--- src/rtl/inst_fetch.sv ---
// rtl/inst_fetch.sv - instruction fetch stage: PC, ROM address, {pc, inst} buffer to decode
module inst_fetch #(
  parameter logic [31:0] RESET_PC  = 32'h0000_0000,
  parameter int          BUF_DEPTH = 2,
  parameter logic [31:0] NOP_INST  = 32'h0000_0013
) (
  input  logic        clk,
  input  logic        rstn,
  input  logic        redirect_valid,
  input  logic [31:0] redirect_pc,
  output logic [31:0] inst_addr,
  input  logic [31:0] inst_i,
  output logic        if_valid,
  input  logic        if_ready,
  output logic [31:0] if_pc,
  output logic [31:0] if_inst
);

  localparam int PW = (BUF_DEPTH > 1) ? $clog2(BUF_DEPTH) : 1;
  localparam int CW = $clog2(BUF_DEPTH + 1);
  localparam logic [CW-1:0] FULL    = CW'(BUF_DEPTH);
  localparam logic [CW-1:0] CNT_ONE = CW'(1);
  localparam logic [PW-1:0] PTR_ONE = PW'(1);

  logic [31:0]   fetch_pc;
  logic [31:0]   buf_pc   [BUF_DEPTH];
  logic [31:0]   buf_inst [BUF_DEPTH];
  logic [PW-1:0] wr_ptr;
  logic [PW-1:0] rd_ptr;
  logic [CW-1:0] count;
  logic          push;
  logic          pop;
  logic          redirect_unused;

  // Targets are word aligned; the low bits of redirect_pc are dropped.
  assign redirect_unused = ^redirect_pc[1:0];

  // Push/pop decisions use only the current count, so a pop never frees a slot in the same cycle.
  always_comb begin
    push = !redirect_valid && (count < FULL);
    pop  = (count != '0) && if_ready && !redirect_valid;
  end

  always_ff @(posedge clk or negedge rstn) begin
    if (!rstn) begin
      fetch_pc <= RESET_PC;
      wr_ptr   <= '0;
      rd_ptr   <= '0;
      count    <= '0;
      for (int i = 0; i < BUF_DEPTH; i++) begin
        buf_pc[i]   <= '0;
        buf_inst[i] <= '0;
      end
    end else if (redirect_valid) begin
      fetch_pc <= {redirect_pc[31:2], 2'b00};
      wr_ptr   <= '0;
      rd_ptr   <= '0;
      count    <= '0;
    end else begin
      if (push) begin
        buf_pc[wr_ptr]   <= fetch_pc;
        buf_inst[wr_ptr] <= inst_i;
        wr_ptr           <= wr_ptr + PTR_ONE;
        fetch_pc         <= fetch_pc + 32'd4;
      end
      if (pop) begin
        rd_ptr <= rd_ptr + PTR_ONE;
      end
      if (push && !pop) begin
        count <= count + CNT_ONE;
      end else if (pop && !push) begin
        count <= count - CNT_ONE;
      end
    end
  end

  assign inst_addr = fetch_pc;
  assign if_valid  = (count != '0);
  assign if_pc     = if_valid ? buf_pc[rd_ptr]   : 32'h0000_0000;
  assign if_inst   = if_valid ? buf_inst[rd_ptr] : NOP_INST;

endmodule

--- config.mk ---
export PLATFORM = sky130hd
export DESIGN_NAME = inst_fetch
export DESIGN_NICKNAME = d
export VERILOG_FILES = /design/src/rtl/inst_fetch.sv
export SDC_FILE = /design/constraint.sdc
export NUM_CORES = 1
export LEC_CHECK = 0
export CAP_MARGIN = 40
export CORE_UTILIZATION = 51
export DETAILED_ROUTE_END_ITERATION = 6
export GPL_TIMING_DRIVEN = 0
export PLACE_DENSITY_LB_ADDON = 0.12
export SLEW_MARGIN = 20
export SYNTH_ARGS = -nofsm -noshare
export SYNTH_HDL_FRONTEND = slang
export SYNTH_SLANG_ARGS = --single-unit
export TNS_END_PERCENT = 5
--- constraint.sdc ---
create_clock -name clk -period 2.4 [get_ports clk]
set_input_delay 0.72 -clock clk [delete_from_list [all_inputs] [get_ports clk]]
set_output_delay 0.72 -clock clk [all_outputs]
set_load 0.1 [all_outputs]
==> metrics.yaml, run 1 <==
place:
  preCtsSetupSlack_ns: -1.20
  dp_hpwl_um: 13900
  gp_congestion: 0.794
  io_buffer_count: 158
synth:
  yosysWarnings: 0
  synth_edf_count: 0
  synthFlopType: "dfrtp_1"
  synth_seq_cells: 158
  muxShareOfSynthArea_pct: 27.3
  synth_seq_area_share_pct: 53.2
  synth-async-reset-ratio_pct: 100
  syn_area_per_cell_um2: 11.9
  synth_cell_type_count: 37
  synth_top_family_by_area: "multiplexers"
  synth_area_um2: 7430
  synth-compound-area-share_pct: 3.91
  synthAdderAreaFrac_pct: 0.168
  synth_xor_xnor_area_share_pct: 1.77
  synthSimpleGateAreaFrac_pct: 10.9
  synthCells: 624
setup_path:
  crit_arrival_ns: 1.82
  rrSetupSlack_ns: 0.12
  required_ns: 1.68
  worst_setup_path_start_kind: "register"
  cp_num_buf_inv: 5
  crit_type: "register to primary output"
  cp_max_fo: 8
  cp_slowest_cell: "dfrtp_1"
  worstSetupEndpointType: "primary output"
  critical-path-top-delay-family: "buffers and inverters"
  cp_cell_sequence: "clkbuf_8 -> nor2_4 -> buf_4 -> clkbuf_16 -> buf_12 -> nor2_4 -> buf_16"
  critPathMaxStageDelay_ns: 0.38
  path_common_cell: "nor2_4"
routing:
  firstDrtPassIters: 4
  wl_um: 22400
  vias: 6058
  ant_nets: 0
  drc: 0
  wl_per_cell_um: 21.4
  avgViaCountPerCell: 5.80
  drtIter0Drc: 375
status:
  violations: "negative setup slack"
  outcome: "complete, but fails checks"
floorplanning:
  die_h_um: 123
  floorplan.die_area_um2: 15000
  die_x_um: 123
  initial_core_util_pct: 52.9
  coreArea_um2: 14000
  rows: 43
  ios: 165
cells_and_area:
  num-fill-cells: 677
  nets: 922
  n_antenna_cell: 0
  multiInputGateArea_um2: 3630
  syn2layout_area_growth_pct: 60.9
  drive_gt1_share_pct: 45.5
  final-seq-area_um2: 3990
sta:
  fin_hold_ws_ns: 0.256
  hold_viol: 0
  setup_ws_ns: -0.140
  max_freq_mhz: 394
  max_slew_margin_pct: 63.1
  finClkSkew_ns: 0.00666
  slew_viol_final: 0
  rsz0062_at_grt: "true"
  final.min_clock_period_ns: 2.54
  fin_crit_sh_pct: 106
  fin_setup_tns_ns: -4.77
  worstMarginPinSlew_ns: 0.553
  setup_viol: 62
clocking:
  clkLatencyLatePin_ns: 0.43
  clk_pin_slew_ns: 0.06
  cts_buffer_depth: 2
  h-tree-depth: 4
  clockRootBuffer: "clkbuf_16"
  tritoncts: "yes"
  clock_sinks: 158
  cts_made_buffers: 17
  ctsHoldBuffers: 0
global_route:
  grt_pass1_wl_um: 35300
  antenna_found_initial: 0
  grt_max_degree: 89
  grt.total_usage_pct: 31.6
  grt_pass1_vias: 6582
  grt-ovfl-total: 0
power:
  power_leakage_nw: 4.87
  p_per_area_nw_per_um2: 1030
  p_total_mw: 12.3
  peakVddDrop_mv: 0.608
worst_hold_path:
  hp-class: "input pin to async pin"
run:
  cap_violations: 0
flip-flops by register name (all words and copies together) (netlist names):
name	flops
buf_inst	64
buf_pc	60
count	2
inst_addr	30
rd_ptr	1
wr_ptr	1
placed cells by master, fill, tap and decap left out, drive strengths merged:
cell | netlist | routed
nor3b | 1 | 1
or3 | 7 | 7
dlygate4sd2 | 0 | 2
mux2 | 124 | 124
dfrtp | 158 | 158
dlymetal6s2s | 0 | 6
buf | 16 | 126
and4b | 1 | 1
ha | 1 | 1
clkbuf | 27 | 52
o21ai | 18 | 18
o211ai | 1 | 1
bufinv | 0 | 4
and3 | 3 | 3
nor4 | 2 | 2
nand4 | 5 | 5
a31o | 1 | 1
and4 | 2 | 2
or4 | 14 | 14
nor2b | 1 | 1
xor2 | 6 | 6
a31oi | 14 | 14
a21oi | 1 | 1
clkinvlp | 0 | 3
clkdlybuf4s50 | 0 | 86
nand2 | 37 | 37
inv | 2 | 2
xnor2 | 9 | 9
nor3 | 4 | 4
conb | 1 | 4
nand4b | 2 | 2
o41ai | 1 | 1
clkinv | 0 | 2
o31ai | 11 | 11
nand3 | 9 | 9
nand2b | 2 | 2
mux2i | 63 | 63
nor2 | 80 | 80
power breakdown:
| part | switching, mW | total, mW | leakage [nW] | internal, mW |
|---|---|---|---|---|
| registers | 0.512 | 3.85 | 1.83 | 3.34 |
| logic | 3.25 | 5.49 | 2.73 | 2.24 |
| clock network | 1.10 | 2.97 | 0.310 | 1.87 |
| total | 4.86 | 12.3 | 4.87 | 7.45 |
metal layers:
metal	vias up	global-route usage [%]	routed length (um)
li1	2672	-	-
met1	3090	37.0	8730
met3	52	6.83	1260
met5	-	0	0
met2	244	55.7	11800
met4	0	13.7	660
Yosys cell counts (all sizes together), types with 3 or more instances:
cell | n | area share, %
clkbuf | 27 | 1.4
or3 | 7 | 0.59
mux2i | 63 | 8.5
nand4 | 5 | 0.62
dfrtp | 158 | 53
nor3 | 4 | 0.27
or4 | 14 | 1.5
nor2 | 80 | 4.0
buf | 16 | 1.2
xnor2 | 9 | 1.1
a31oi | 14 | 1.2
and3 | 3 | 0.25
nand3 | 9 | 0.61
o21ai | 18 | 1.2
xor2 | 6 | 0.71
mux2 | 124 | 19
o31ai | 11 | 1.1
nand2 | 37 | 1.9
kinds of logic after synthesis:
| logic type | Yosys count |
|---|---|
| flops | 158 |
| other cells | 1 |
| fa+ha+maj | 1 |
| mux | 187 |
| simple gates | 170 |
| compound gates | 47 |
| xor+xnor | 15 |
| buf+inv | 45 |
final timing paths:
check	start	endpoint	cells after the start
max	count[1]	if_inst[31]	7
min	rstn	buf_inst[35]	1
max reg2reg	inst_addr[4]	inst_addr[21]	6
min reg2reg	buf_pc[39]	buf_pc[39]	1
max in group asynchronous	rstn	rd_ptr	2
min in group clk	buf_pc[39]	buf_pc[39]	1
final cells by class:
type,count,area share [%]
inverter,2,0.0628
tap,180,1.89
multi-input combinational,424,30.3
buffer,42,3.42
timing repair buffer,208,25.5
clock inverter,9,1.31
clock buffer,22,4.14
sequential,158,33.4
per-stage QoR:
step	instances	utilization, %	instance area, um^2
floorplan	627	-	7460
global placement	965	66.0	9260
detailed placement	1060	76.9	10800
CTS	1045	84.4	11900
global route	1045	85.1	11900
finish	1045	85.1	11900
repair_timing:
item                                    4_1_cts  5_1_grt
pin swaps                                     8        6
resized for setup                           215       38
setup buffers                                12        0
endpoints found under the setup margin      124      107
gates cloned                                  6        0
No activity file was read; power rests on OpenSTA's default activity.
==> run 2, diff against run 1 <==
- CORE_UTILIZATION: 51 -> 63
- DONT_BUFFER_PORTS: default -> 1
==> metrics.yaml, run 2 (synthesized netlist as in run 1, its figures left out) <==
status:
  outcome: "complete, but fails checks"
  violations: "negative hold slack, negative setup slack"
power:
  combinationalPowerShare_pct: 44.7
  p_total_mw: 12.1
  switching_share_pct: 42.5
  p_switching_mw: 5.16
  peakVddDrop_mv: 1.14
  power_leakage_nw: 4.50
  clkPwrFrac_pct: 22.4
  p_per_area_nw_per_um2: 1110
  p_int_mw: 6.98
  p_seq_share_pct: 32.9
global_route:
  antenna_found_initial: 0
  grt_use_met3_pct: 12.3
  grt_max_degree: 159
  grt_busiest_layer: "met2"
  grt_pass1_vias: 6749
  global_route.usage.met2_pct: 73.2
  grt.total_usage_pct: 42.9
  grt-ovfl-total: 0
  grtUsageMet1_pct: 48.6
  grt_pass1_wl_um: 39400
floorplanning:
  die_x_um: 111
  initial_core_util_pct: 64.8
  die_h_um: 111
  coreArea_um2: 11500
  rows: 39
  ios: 165
  floorplan.die_area_um2: 12200
sta:
  slew_viol_final: 0
  finClkSkew_ns: 0.00505
  final.min_clock_period_ns: 2.67
  max_freq_mhz: 375
  worstMarginPinSlew_ns: 0.815
  fin_crit_sh_pct: 111
  setup_ws_ns: -0.268
  setup_viol: 93
  rsz0062_at_grt: "true"
  hold_viol: 30
  max_slew_margin_pct: 45.3
  fin_hold_ws_ns: -0.0199
  fin_setup_tns_ns: -11.62
place:
  gp_congestion: 0.792
  dp_hpwl_um: 14300
  io_buffer_count: 0
  preCtsSetupSlack_ns: -1.06
clocking:
  cts_made_buffers: 17
  clockRootBuffer: "clkbuf_16"
  h-tree-depth: 4
  cts_buffer_depth: 2
  clkLatencyLatePin_ns: 0.43
  tritoncts: "yes"
  clk_pin_slew_ns: 0.06
  clock_sinks: 158
routing:
  firstDrtPassIters: 7
  drtIter0Drc: 658
  drc: 0
  wl_per_cell_um: 30.6
  wl_um: 28500
  vias: 6602
  avgViaCountPerCell: 7.09
  ant_nets: 0
setup_path:
  crit_arrival_ns: 1.95
  crit_type: "register to primary output"
  cp_max_fo: 10
  worst_setup_path_start_kind: "register"
  required_ns: 1.68
  rrSetupSlack_ns: -0.12
  worstSetupEndpointType: "primary output"
cells_and_area:
  drive_gt1_share_pct: 49.0
  largest_register_ffs: 64
  regMostFlops: "buf_inst"
  final_cell_mix: "153 x dfrtp_1, 124 x mux2_2, 46 x mux2i_1, 44 x nor2_2, 41 x buf_16"
  post-route-util_pct: 95.8
  syn2layout_area_growth_pct: 47.9
  final_common_cell: "dfrtp_1"
  n_antenna_cell: 0
  nets: 844
worst_hold_path:
  hp-class: "input pin to async pin"
run:
  cap_violations: 0
## run 2: cell count changes in the layout (fill, tap and decap cells not counted), moves of 8 or more
cell and delta:
nor2_4 -12, dfrtp_1 +18, buf_8 -8, clkdlybuf4s50_1 -86, buf_16 +31, nor2_2 +20, buf_1 +19, dfrtp_2 -17
buf_12 -28, nor2_1 -8
## run 2: final cells by class
| cell class | count | area [um^2] |
|---|---|---|
| Clock inverter | 13 | 123 |
| Clock buffer | 19 | 443 |
| Buffer | 42 | 330 |
| Tap cell | 143 | 179 |
| Inverter | 2 | 15.0 |
| Multi-Input combinational cell | 424 | 3600 |
| Sequential cell | 158 | 3960 |
| Fill cell | 218 | 483 |
| Timing Repair Buffer | 130 | 2330 |
## run 2: final timing paths
path / from / endpoint / cells past startpoint
setup / recovery: rd_ptr / if_inst[13] / 3
max in group asynchronous: rstn / inst_addr[2] / 0
hold reg to reg: buf_inst[30] / buf_inst[30] / 1
hold / removal: rstn / buf_inst[33] / 0
setup reg to reg: count[1] / buf_pc[40] / 6
min in group clk: redirect_pc[11] / inst_addr[11] / 2
## run 2: critical path, cell delays in order, from the launching register on
cell and delay, ns:
dfrtp_2 0.50, clkbuf_8 0.27, mux2i_1 0.17, nor2_4 0.56
## run 2: per-layer routing
metal,up-vias,wire length (um)
met5,-,0
met4,0,2200
met3,212,3060
met2,638,14100
met1,3238,9150
li1,2514,-
## run 2: power by group through the flow
| stage | Clock (mW) | Sequential [mW] | Combinational, mW |
|---|---|---|---|
| finish | 2.72 | 3.99 | 5.43 |
| global route | 2.79 | 4.03 | 5.54 |
| CTS | 2.63 | 3.86 | 5.16 |
| detailed placement | 0 | 3.85 | 4.80 |
| global placement | 0 | 4.10 | 3.05 |
| floorplan | 0 | 4.02 | 2.87 |
## run 2: repair_timing
item | in CTS | in global routing
pin swaps | 9 | 3
hold endpoints to repair | 158 | 147
resized for setup | 100 | 40
endpoints found under the setup margin | 86 | 90
buffers inserted | 11 | 3
## run 2: per-stage QoR
stage	instances	area, um^2
finish	931	11000
global route	931	11000
detailed placement	886	9780
floorplan	627	7460
global placement	770	7630
CTS	928	10800
==> run 3, diff against run 2 <==
- ABC_AREA: default -> 1
- CORE_UTILIZATION: 63 -> 44
==> metrics.yaml, run 3 <==
synth:
  synth-async-reset-ratio_pct: 100
  synthCells: 1048
  synth_seq_cells: 158
  ys_top_cells_by_area: "dfrtp_1 50%, nand2_1 20%, o21ai_0 7.6%"
  yosys.area.top_type: "dfrtp_1"
  syn_area_per_cell_um2: 7.51
  synthFlopType: "dfrtp_1"
  synth_seq_area_share_pct: 50.3
  yosysWarnings: 0
  synth_cell_type_count: 26
  yosysTopAreaCellShare_pct: 50.3
  synth_most_common_cell: "nand2_1"
  synth_common_cells: "409 x nand2_1, 158 x dfrtp_1, 120 x o21ai_0"
  synth_edf_count: 0
  synth_area_um2: 7870
cells_and_area:
  finalNonFillerCells: 1401
  drive_gt1_share_pct: 21.1
  final_cell_mix: "392 x nand2_1, 158 x dfrtp_1, 120 x o21ai_0, 98 x inv_1"
  num-fill-cells: 1470
  final_common_cell: "nand2_1"
  final-seq-area_um2: 3950
  syn2layout_area_growth_pct: 43.9
  n_antenna_cell: 0
  multiInputGateArea_um2: 3850
  regMostFlops: "buf_inst"
  largest_register_ffs: 64
  nets: 1232
setup_path:
  crit_arrival_ns: 1.95
  crit_type: "register to primary output"
  reg2reg_to: "inst_addr[22]"
  cp_slowest_cell: "a21oi_4"
  cp_cell_sequence: "buf_12 -> inv_4 -> clkbuf_16 -> nand2_1 -> a21oi_4"
  critPathMaxStageDelay_ns: 0.61
  rrSetupSlack_ns: 0.57
  cp_max_fo: 10
  r2r_start: "inst_addr[3]"
  worstSetupEndpointType: "primary output"
  worst_setup_path_start_kind: "register"
  rr_worst_depth: 10
  cp_num_buf_inv: 3
  required_ns: 1.68
  critical-path-top-delay-family: "compound AO/OA/AOI/OAI gates"
  crit_cells: 5
floorplanning:
  floorplan.die_area_um2: 18400
  die_x_um: 136
  coreArea_um2: 17400
  initial_core_util_pct: 45.3
  ios: 165
  die_h_um: 136
  rows: 48
routing:
  drc: 0
  ant_nets: 0
  wl_um: 24600
  firstDrtPassIters: 6
  vias: 7283
  wl_per_cell_um: 17.6
  avgViaCountPerCell: 5.20
  drtIter0Drc: 419
sta:
  slew_viol_final: 0
  finClkSkew_ns: 0.0101
  setup_viol: 48
  max_freq_mhz: 375
  max_slew_margin_pct: 49.9
  worstMarginPinSlew_ns: 0.750
  final.min_clock_period_ns: 2.67
  fin_crit_sh_pct: 111
  setup_ws_ns: -0.269
  hold_viol: 36
  rsz0062_at_grt: "true"
  fin_hold_ws_ns: -0.0254
place:
  dp_hpwl_um: 17200
  io_buffer_count: 0
  dp_cells: 1362
  gp_congestion: 0.892
clocking:
  tritoncts: "yes"
  cts_buffer_depth: 2
  clockRootBuffer: "clkbuf_16"
  clk_pin_slew_ns: 0.07
  clock_sinks: 158
  cts_made_buffers: 17
  clkLatencyLatePin_ns: 0.43
  h-tree-depth: 4
global_route:
  grt_pass1_wl_um: 38900
  grt.total_usage_pct: 27.9
  grt-ovfl-total: 0
  grt_pass1_vias: 7279
  grt_max_degree: 159
  antenna_found_initial: 0
power:
  power_leakage_nw: 5.13
  p_switching_mw: 4.34
  peakVddDrop_mv: 0.543
  switching_share_pct: 42.6
  p_int_mw: 5.85
  clkPwrFrac_pct: 25.9
  p_seq_share_pct: 35.2
  p_per_area_nw_per_um2: 901
  combinationalPowerShare_pct: 38.9
run:
  cap_violations: 0
worst_hold_path:
  hp-class: "input pin to async pin"
status:
  violations: "negative hold slack, negative setup slack"
  outcome: "complete, but fails checks"
==> run 3: cell families after synthesis <==
| group | Yosys count | synth area share (%) |
|---|---|---|
| other cells | 1 | 0.0477 |
| xor+xnor | 13 | 1.45 |
| fa+ha+maj | 1 | 0.159 |
| compound gates | 222 | 14.4 |
| buf+inv | 159 | 8.83 |
| flops | 158 | 50.3 |
| simple gates | 494 | 24.9 |
==> run 3: timing repair <==
| action | in CTS | in global routing |
|---|---|---|
| gates cloned | 1 | 0 |
| endpoints found under the hold margin | 158 | 148 |
| gates resized for setup | 72 | 85 |
| pin swaps | 18 | 8 |
| setup buffers | 4 | 3 |
| setup endpoints to repair | 63 | 63 |
==> run 3: layout make-up <==
class,instances,share of cell area (%)
sequential,158,34.9
multi-input combinational,734,34.0
timing repair buffer,93,15.4
buffer,58,4.71
clock buffer,18,3.88
inverter,100,3.46
tap,225,2.49
clock inverter,14,1.11
timing repair inverter,1,0.0553
==> run 3: how the worst max path moves through the flow <==
stage                     startpoint     endpoint
final                         rd_ptr  if_inst[21]
after global routing          rd_ptr    if_pc[25]
after CTS                   count[1]   if_inst[4]
after detailed placement      rd_ptr    if_pc[31]
after global placement        rd_ptr  if_inst[31]
after floorplan               rd_ptr  if_inst[14]
==> run 3: routing by layer <==
metal,up-vias,GRT usage [%],share of wire (%)
met3,25,6.88,6.8
met2,205,47.4,49
met4,0,6.74,1.3
met1,3535,35.5,43
li1,3518,-,-
met5,-,0,0
==> run 3: metrics by stage <==
step | TNS (ns) | utilization [%] | area (um^2) | setup slack (ns) | power [mW]
global placement | -68.24 | 47.2 | 8190 | -1.25 | 6.36
finish | -7.50 | 65.2 | 11300 | -0.269 | 10.2
floorplan | -42.45 | - | 7910 | -0.734 | 6.00
global route | -11.59 | 65.2 | 11300 | -0.318 | 10.6
detailed placement | -11.57 | 58.2 | 10100 | -0.398 | 7.29
CTS | -15.17 | 63.1 | 11000 | -0.314 | 10.0
==> run 3: power by group through the flow <==
stage | sequential [mW] | combinational (mW) | clock [mW]
after floorplan | 3.91 | 2.09 | 0
after global placement | 3.99 | 2.37 | 0
after detailed placement | 3.61 | 3.69 | 0
after CTS | 3.58 | 3.80 | 2.65
after global routing | 3.65 | 4.19 | 2.75
final | 3.59 | 3.97 | 2.64
